$ cat config.mk
export PLATFORM = sky130hd
export DESIGN_NAME = zynq_dpr_scheduler
export DESIGN_NICKNAME = d
export VERILOG_FILES = /design/src/rtl/zynq_heal_pkg.sv /design/src/rtl/zynq_rr_arbiter.sv /design/src/rtl/zynq_dpr_scheduler.sv
export SDC_FILE = /design/constraint.sdc
export NUM_CORES = 1
export LEC_CHECK = 0
export CORE_UTILIZATION = 41
export CTS_CLUSTER_DIAMETER = 120
export DETAILED_ROUTE_END_ITERATION = 10
export GPL_TIMING_DRIVEN = 0
export HOLD_SLACK_MARGIN = 0.1
export SYNTH_ARGS = -nofsm -noshare
export SYNTH_HDL_FRONTEND = slang
export SYNTH_SLANG_ARGS = --single-unit
$ cat constraint.sdc
create_clock -name clk_500mhz -period 3.1 [get_ports clk_500mhz]
set_input_delay 0.775 -clock clk_500mhz [delete_from_list [all_inputs] [get_ports clk_500mhz]]
set_output_delay 0.775 -clock clk_500mhz [all_outputs]
set_load 0.05 [all_outputs]
$ cat src/rtl/zynq_heal_pkg.sv
// Shared types and constants for the SEU heal / DPR scheduling blocks.
package zynq_heal_pkg;

  typedef enum logic [1:0] {
    IDLE     = 2'd0,
    RUN      = 2'd1,
    COOLDOWN = 2'd2
  } dpr_sched_state_t;

  localparam int HEAL_COUNT_W = 16;
  localparam logic [HEAL_COUNT_W-1:0] HEAL_COUNT_MAX = 16'hFFFF;

  // Increment that sticks at the top value instead of wrapping.
  function automatic logic [HEAL_COUNT_W-1:0] heal_sat_inc(input logic [HEAL_COUNT_W-1:0] v);
    return (v == HEAL_COUNT_MAX) ? v : v + HEAL_COUNT_W'(1);
  endfunction

endpackage

$ cat src/rtl/zynq_rr_arbiter.sv
// Combinational N-way round-robin pick. Search starts at the index after
// last_ptr and wraps; the pointer register itself lives in the parent.
module zynq_rr_arbiter #(
  parameter int unsigned N = 4,
  localparam int unsigned IDX_W = $clog2(N)
) (
  input  logic [N-1:0]     req,
  input  logic [IDX_W-1:0] last_ptr,
  output logic [N-1:0]     grant,
  output logic [IDX_W-1:0] index,
  output logic             valid
);

  logic [IDX_W-1:0] cand;

  // First requester found walking forward from last_ptr+1 wins.
  always_comb begin
    grant = '0;
    index = '0;
    valid = 1'b0;
    cand  = '0;
    for (int unsigned k = 1; k <= N; k++) begin
      cand = IDX_W'((32'(last_ptr) + k) % N);
      if (!valid && req[cand]) begin
        valid       = 1'b1;
        grant[cand] = 1'b1;
        index       = cand;
      end
    end
  end

endmodule

$ cat src/rtl/zynq_dpr_scheduler.sv
// DPR scheduler: arbitrates SEFI heal requests from the region healers,
// hands one region at a time to the reconfiguration engine, retries on
// error and holds the shared veto line for a cooldown after each sequence.
// Optional watchdog per attempt: define DPR_SCHED_WATCHDOG_EN.
//
//   state    | meaning
//   ---------+-----------------------------------------------------------
//   IDLE     | no region in flight; pick next eligible request round-robin
//   RUN      | engine busy on dpr_region; wait for done / error / expiry
//   COOLDOWN | attempt sequence over; veto held for VETO_HOLD cycles
module zynq_dpr_scheduler
  import zynq_heal_pkg::*;
#(
  parameter int unsigned N_REGIONS      = 4,
  parameter int unsigned TIMEOUT_CYCLES = 65535,
  parameter int unsigned MAX_RETRY      = 2,
  parameter int unsigned VETO_HOLD      = 16,
  localparam int unsigned IDX_W = $clog2(N_REGIONS)
) (
  input  logic                    clk_500mhz,
  input  logic                    rst,
  input  logic [N_REGIONS-1:0]    sefi_req,
  output logic [N_REGIONS-1:0]    sefi_ack,
  output logic                    dpr_start,
  output logic [IDX_W-1:0]        dpr_region,
  input  logic                    dpr_done,
  input  logic                    dpr_error,
  output logic                    veto_pulse,
  output logic [N_REGIONS-1:0]    region_fail,
  output logic [HEAL_COUNT_W-1:0] heal_count
);

  localparam int unsigned RETRY_W = $clog2(MAX_RETRY + 2);
  localparam int unsigned HOLD_W  = $clog2(VETO_HOLD + 1);

  dpr_sched_state_t state_q, state_d;
  logic [N_REGIONS-1:0]    ack_q, ack_d;
  logic                    start_q, start_d;
  logic [IDX_W-1:0]        region_q, region_d;
  logic                    veto_q, veto_d;
  logic [N_REGIONS-1:0]    fail_q, fail_d;
  logic [HEAL_COUNT_W-1:0] heal_count_q, heal_count_d;
  logic [IDX_W-1:0]        ptr_q, ptr_d;
  logic [RETRY_W-1:0]      retry_q, retry_d;
  logic [HOLD_W-1:0]       hold_q, hold_d;

  logic [N_REGIONS-1:0] grant;
  logic [IDX_W-1:0]     grant_idx;
  logic                 grant_valid;
  logic                 wd_expire;

  zynq_rr_arbiter #(.N(N_REGIONS)) u_arb (
    .req      (sefi_req & ~fail_q),
    .last_ptr (ptr_q),
    .grant    (grant),
    .index    (grant_idx),
    .valid    (grant_valid)
  );

`ifdef DPR_SCHED_WATCHDOG_EN
  localparam int unsigned WD_W = $clog2(TIMEOUT_CYCLES + 1);
  logic [WD_W-1:0] wd_q, wd_d;

  assign wd_expire = (state_q == RUN) && (wd_q == '0);

  // Down-counter reloaded on every start; terminal count means the
  // attempt has run TIMEOUT_CYCLES cycles without a response.
  always_comb begin
    wd_d = wd_q;
    if (start_d) begin
      wd_d = WD_W'(TIMEOUT_CYCLES - 1);
    end else if (state_q == RUN && wd_q != '0) begin
      wd_d = wd_q - WD_W'(1);
    end
  end

  // Watchdog register.
  always_ff @(posedge clk_500mhz) begin
    if (rst) wd_q <= '0;
    else     wd_q <= wd_d;
  end
`else
  assign wd_expire = 1'b0;
`endif

  // Next-state and registered-output logic.
  always_comb begin
    state_d      = state_q;
    ack_d        = '0;
    start_d      = 1'b0;
    region_d     = region_q;
    veto_d       = veto_q;
    fail_d       = fail_q;
    heal_count_d = heal_count_q;
    ptr_d        = ptr_q;
    retry_d      = retry_q;
    hold_d       = hold_q;
    case (state_q)
      IDLE: begin
        veto_d = 1'b0;
        if (grant_valid) begin
          ack_d    = grant;
          start_d  = 1'b1;
          region_d = grant_idx;
          veto_d   = 1'b1;
          ptr_d    = grant_idx;
          retry_d  = '0;
          state_d  = RUN;
        end
      end
      RUN: begin
        // Error beats done when both arrive; a real done beats expiry.
        if (dpr_error || (wd_expire && !dpr_done)) begin
          if (retry_q < RETRY_W'(MAX_RETRY)) begin
            retry_d = retry_q + RETRY_W'(1);
            start_d = 1'b1;
          end else begin
            fail_d[region_q] = 1'b1;
            hold_d           = HOLD_W'(VETO_HOLD - 1);
            state_d          = COOLDOWN;
          end
        end else if (dpr_done) begin
          heal_count_d = heal_sat_inc(heal_count_q);
          hold_d       = HOLD_W'(VETO_HOLD - 1);
          state_d      = COOLDOWN;
        end
      end
      COOLDOWN: begin
        if (hold_q == '0) begin
          veto_d  = 1'b0;
          state_d = IDLE;
        end else begin
          hold_d = hold_q - HOLD_W'(1);
        end
      end
      default: begin
        veto_d  = 1'b0;
        state_d = IDLE;
      end
    endcase
  end

  // State and output registers; pointer resets so region 0 wins first.
  always_ff @(posedge clk_500mhz) begin
    if (rst) begin
      state_q      <= IDLE;
      ack_q        <= '0;
      start_q      <= 1'b0;
      region_q     <= '0;
      veto_q       <= 1'b0;
      fail_q       <= '0;
      heal_count_q <= '0;
      ptr_q        <= IDX_W'(N_REGIONS - 1);
      retry_q      <= '0;
      hold_q       <= '0;
    end else begin
      state_q      <= state_d;
      ack_q        <= ack_d;
      start_q      <= start_d;
      region_q     <= region_d;
      veto_q       <= veto_d;
      fail_q       <= fail_d;
      heal_count_q <= heal_count_d;
      ptr_q        <= ptr_d;
      retry_q      <= retry_d;
      hold_q       <= hold_d;
    end
  end

  assign sefi_ack    = ack_q;
  assign dpr_start   = start_q;
  assign dpr_region  = region_q;
  assign veto_pulse  = veto_q;
  assign region_fail = fail_q;
  assign heal_count  = heal_count_q;

endmodule

**Word level (Yosys, flattened, before mapping)**

Cells that the tools add are included.

- Add/sub/neg operators: 7
- Order comparisons: 11
- Equality and inequality tests: 10
- Muxes and demuxes: 51
- Bitwise operators: 12
- Reductions and logical operators: 23

Operator list:

| operator | number |
|---|---|
| two-way mux 2 bit | 12 |
| two-way mux 5 bit | 4 |
| two-way mux 1 bit | 17 |
| adder 16 x 1 -> 16 bit (second input constant) | 1 |
| equality test 16 bit (second input constant) | 1 |
| two-way mux 4 bit | 4 |
| OR 4 bit | 4 |
| AND reduction 4 bit | 4 |
| < comparator 2 x 3 -> 1 bit (second input constant) | 5 |
| demux 1 bit (select 2 bit) | 5 |
| >= comparator 2 x 1 -> 1 bit (second input constant) | 5 |
| inequality test 2 bit (second input constant) | 5 |
| case mux 5 bit (2 select lines) | 1 |
| binary-select mux 1 bit (select 2 bit) | 4 |
| logical AND 1 bit | 8 |
| adder 2 x 1 -> 2 bit (second input constant) | 3 |
| inequality test 3 bit (second input constant) | 2 |
| inverter 1 bit | 6 |
| case mux 2 bit (3 select lines) | 1 |
| zero test 5 bit | 1 |
| subtractor 5 x 1 -> 5 bit (second input constant) | 1 |
| adder 2 bit (second input constant) | 2 |
| AND 4 bit | 1 |
| inverter 4 bit | 1 |
| 12 further kinds | 16 |

- Register bits after elaboration: 39
- Bits of input ports: 8
- Output and inout port bits: 28

**Logic depth before layout (Yosys ltp)**

- Depth after elaboration: 16
- Gate-level depth with buffers: 6
- Depth with buffers taken out: 6

**Hierarchy**

Synthesis repeated with hierarchy kept, for this count alone.

- Cells, all modules: 291
- Area, all modules: 2393.5 µm²

Modules (own cells, without submodules):

| module | instances | cells each | area an instance (µm²) |
|---|---|---|---|
| zynq_dpr_scheduler | 1 | 205 | 1764.2 |
| zynq_rr_arbiter | 1 | 86 | 629.4 |

**Worst setup path before layout**

Ideal clock, no wire load.

- Path type: in2reg
- From: in sefi_req[0]
- To: reg region_q[0] (netlist: dpr_region[0])
- Arrival: 2.182 ns
- Data required time: 3.000 ns
- Slack: 0.819 ns
- Stages: 5
- Path buffers: 0
- Cells stage by stage: nor2b_1 mux4_2 a21bo_1 and3_4 a2111oi_4

- Longest elaborated chain between the ends: 14

RTL lines:

| item | line | text |
|---|---|---|
| start, declared | zynq_dpr_scheduler.sv:22 | `input logic [N_REGIONS-1:0] sefi_req,` |
| AND 4 bit * | zynq_dpr_scheduler.sv:53 | `.req (sefi_req & ~fail_q),` |
| binary-select mux 1 bit (select 2 bit) | zynq_rr_arbiter.sv:24 | `if (!valid && req[cand]) begin` |
| two-way mux 1 bit (implied by the code) | zynq_rr_arbiter.sv:24 |  |
| two-way mux 1 bit | zynq_rr_arbiter.sv:24 |  |
| zero test 1 bit | zynq_rr_arbiter.sv:24 |  |
| logical AND 1 bit | zynq_rr_arbiter.sv:24 |  |
| two-way mux 1 bit | zynq_rr_arbiter.sv:24 |  |
| zero test 1 bit | zynq_rr_arbiter.sv:24 |  |
| logical AND 1 bit | zynq_rr_arbiter.sv:24 |  |
| two-way mux 1 bit | zynq_rr_arbiter.sv:24 |  |
| zero test 1 bit | zynq_rr_arbiter.sv:24 |  |
| logical AND 1 bit | zynq_rr_arbiter.sv:24 |  |
| two-way mux 1 bit | zynq_rr_arbiter.sv:24 |  |
| AND reduction 2 bit (no source line) | n/a |  |
| end signal, assigned | zynq_dpr_scheduler.sv:160 | `region_q <= region_d;` |
| end, declared | zynq_dpr_scheduler.sv:39 | `logic [IDX_W-1:0] region_q, region_d;` |

Every way passes the cells marked *; elsewhere a longest branch is shown, timed or not. The select of a mux whose other input is x is not followed.
A chain may end at the register's enable or synchronous reset.

**Worst setup path after layout**

- From: in sefi_req[3]
- To: reg ack_q[3] (netlist: sefi_ack[3])

- Longest elaborated chain between the ends: 15

RTL lines:

| item | line | text |
|---|---|---|
| AND 4 bit * | zynq_dpr_scheduler.sv:53 |  |
| binary-select mux 1 bit (select 2 bit) | zynq_rr_arbiter.sv:24 |  |
| two-way mux 1 bit (implied by the code) | zynq_rr_arbiter.sv:24 |  |
| two-way mux 1 bit | zynq_rr_arbiter.sv:24 |  |
| zero test 1 bit | zynq_rr_arbiter.sv:24 |  |
| logical AND 1 bit | zynq_rr_arbiter.sv:24 |  |
| two-way mux 1 bit | zynq_rr_arbiter.sv:24 |  |
| zero test 1 bit | zynq_rr_arbiter.sv:24 |  |
| logical AND 1 bit | zynq_rr_arbiter.sv:24 |  |
| two-way mux 1 bit | zynq_rr_arbiter.sv:24 |  |
| zero test 1 bit | zynq_rr_arbiter.sv:24 |  |
| logical AND 1 bit | zynq_rr_arbiter.sv:24 |  |
| two-way mux 1 bit | zynq_rr_arbiter.sv:24 |  |
| inverter 1 bit (no source line) | n/a |  |
| OR reduction 3 bit (no source line) | n/a |  |
| end signal, assigned | zynq_dpr_scheduler.sv:158 | `ack_q <= ack_d;` |
| end, declared | zynq_dpr_scheduler.sv:37 | `logic [N_REGIONS-1:0] ack_q, ack_d;` |

Marked as above.

==> flow_metrics.tcl <==
set metrics [dict create \
    status "complete, no violations" \
    layout.cells.most_common "dfxtp_1" \
    timing.final.crit_period_ns 2.58 \
    p_int_uw 941 \
    initial_core_util_pct 42.8 \
    die_area_um2 5660 \
    fillers 528 \
    core_um2 5140 \
    rsz0062_at_grt "no" \
    stdcell_count 359 \
    synth_enable_flop_cells 0 \
    synth_top_flop_cell "dfxtp_1" \
    clkPwrFrac_pct 25.6 \
    worstHoldStart "hold_q[0]$_SDFFE_PP0P_" \
    synth-seq-cells 39 \
    vdd_drop_max_mv 0.294 \
    cp.arrival_ns 2.76 \
    fin_util_pct 53.1 \
    grt_busiest_layer "met1" \
    placed_area_um2 2630 \
    drive_gt1_share_pct 5.88 \
    crit_path_start "sefi_req[3]" \
    cts_buffer_depth 2 \
    p_per_area_nw_per_um2 529 \
    seqPwrFrac_pct 40.1 \
    wl_um 4940 \
    async_flop_share_pct 0 \
    hold_path_class "flop to flop" \
    die_w_um 75.2 \
    period_share_pct 83.3 \
    path_class "input port to flop" \
    synth.cell_area_um2 2200 \
    p_switching_uw 503 \
    mostFrequentLayoutCells "dfxtp_1, nor2_1, clkdlybuf4s50_1" \
    cts_setup_buffers 0 \
    grtUsageMet3_pct 3.61 \
    final_area_um2 2730 \
    dp_cells 351 \
    switching_share_pct 34.8 \
    rows 26 \
    numCtsBuffers 5 \
    ant_nets 0 \
    combPwrFrac_pct 34.3 \
    avgViaCountPerCell 5.43 \
    grt_pass1_wl_um 8180 \
    crit_fanout 7 \
    multi_input_area_um2 1350 \
    endpoint_kind "flop" \
    cts_tree "done" \
    dpl.hpwl_um 3640 \
    dp_slack_ns 0.226 \
    port_buffers 34 \
    routed-via-count 1949 \
    cts-hold-fix-buffers 0 \
    p_leak_nw 1.03 \
    grt-ovfl-total 0 \
    r2r_cells 6 \
    cp.required_ns 3.28 \
    tightest_slew_ns 0.815 \
    crit_path_start_kind "input port" \
    drc_errors 0 \
    antenna_found_initial 0 \
    ios 36 \
    final.setup.worst_slack_ns 0.519 \
    grt_pass1_vias 1752 \
    path_clk_slew_ns 0.07 \
    fin_skew_ns 0.00334 \
    grt_usage_pct 18.9 \
    met1_usage_pct 29.4 \
    seq_area_frac_synth_pct 35.5 \
    clk_latency_ns 0.28 \
    ys_types 45 \
    drt_iter0_markers 82 \
    die_h_um 75.2 \
    slew_violations 0 \
    grt_max_degree 12 \
    syn_nets 266 \
    relSlewSlack_pct 45.1 \
    firstDrtPassIters 4 \
    use_met2_pct 26.7 \
    hold_viol_final 0 \
    timing.rr.start "ptr_q[1]$_SDFFE_PP1P_" \
    clock-sinks 39 \
    synthToLayoutAreaGrowth_pct 24.0 \
    cts_resized 0 \
    finalSetupViolations 0 \
    syn_avg_cell_area_um2 8.91 \
    fin_nets 307 \
    syn_inst 247 \
    cts_max_level 2 \
    root_buffer "clkbuf_8" \
    ff_latch_area_um2 781 \
    min_path_cells 1 \
    routedWlPerCell_um 13.8 \
    diodes 0 \
    fin_hold_ws_ns 0.508 \
    finalPower_mw 1.44 \
    max-cap-violations 0 \
    fin_setup_tns_ns 0 \
    timing.fmax_mhz 387 \
    ys_warn_count 0 \
    gp_congestion 0.859 \
]
[power groups by stage]
stage	sequential, mW	combinational (mW)	clock, mW
final	0.579	0.495	0.370
after global routing	0.585	0.541	0.407
after CTS	0.579	0.493	0.386
after detailed placement	0.590	0.491	0
after global placement	0.590	0.491	0
after floorplan	0.660	0.295	0
[final cells by class]
cell class,instances,share of cell area (%)
Buffer,6,1.10
Multi-Input combinational cell,192,49.5
Sequential cell,39,28.6
Timing Repair Buffer,34,12.5
Clock buffer,8,3.67
Tap cell,70,3.21
Inverter,10,1.38
[Yosys cell counts (2+ instances only)]
| master | count | share of area (%) |
|---|---|---|
| and2_1 | 3 | 0.85 |
| mux4_2 | 4 | 4.1 |
| and3_1 | 5 | 1.4 |
| ha_1 | 11 | 6.3 |
| and4_1 | 5 | 2.0 |
| inv_1 | 9 | 1.5 |
| o21a_1 | 2 | 0.68 |
| o211ai_1 | 3 | 1.0 |
| nand2_1 | 16 | 2.7 |
| nand4_1 | 5 | 1.4 |
| a31oi_1 | 3 | 0.85 |
| nand3_1 | 12 | 2.7 |
| a311oi_1 | 5 | 2.0 |
| dfxtp_1 | 39 | 35 |
| nor3_1 | 7 | 1.6 |
| o2111ai_1 | 2 | 0.80 |
| a31o_1 | 4 | 1.6 |
| clkbuf_1 | 5 | 0.85 |
| o21ai_0 | 3 | 0.68 |
| o21ai_1 | 2 | 0.46 |
| xnor2_1 | 7 | 2.8 |
| xor2_1 | 10 | 4.0 |
| nor2b_1 | 5 | 1.4 |
| a21oi_1 | 10 | 2.3 |
| nor2_1 | 34 | 5.8 |
| nand2b_1 | 7 | 2.0 |
| a211oi_1 | 8 | 2.7 |
| mux2i_1 | 4 | 1.8 |
[path summary, 6_finish.rpt]
check                                                   to  slack [ns]
worst max-delay path                sefi_ack[3]$_SDFF_PP0_        0.52
worst max register to register  dpr_region[0]$_SDFFE_PP0P_        0.56
worst min register to register      hold_q[0]$_SDFFE_PP0P_        0.51
worst min-delay path                hold_q[0]$_SDFFE_PP0P_        0.51
[cells by family (layout without fill, tap and decap cells)]
group	Yosys count	after routing	share of synthesized area, %
buf+inv	16	58	3.07
fa+ha+maj	11	11	6.26
compound gates	53	53	18.8
xor+xnor	17	17	6.77
flops	39	39	35.5
mux	8	8	5.92
simple gates	103	103	23.7
[worst max-delay path, stage by stage]
cell and delay (ns):
clkdlybuf4s50_1 0.41, nor2b_1 0.21, o41ai_2 0.80, nand2b_1 0.28
a311oi_1 0.08, a31o_1 0.20
[registers in the layout (all words and copies together), names as in the netlist]
signal / flops
state_q: 2
hold_q: 5
dpr_region: 2
heal_count: 16
retry_q: 2
region_fail: 4
veto_pulse: 1
dpr_start: 1
ptr_q: 2
sefi_ack: 4
[routing by layer]
layer | wire length, µm | vias up
met5 | 0 | -
met4 | 36 | 0
met3 | 176 | 4
met2 | 2060 | 38
met1 | 2670 | 924
li1 | - | 983
Power figures use the tool's default switching activity.
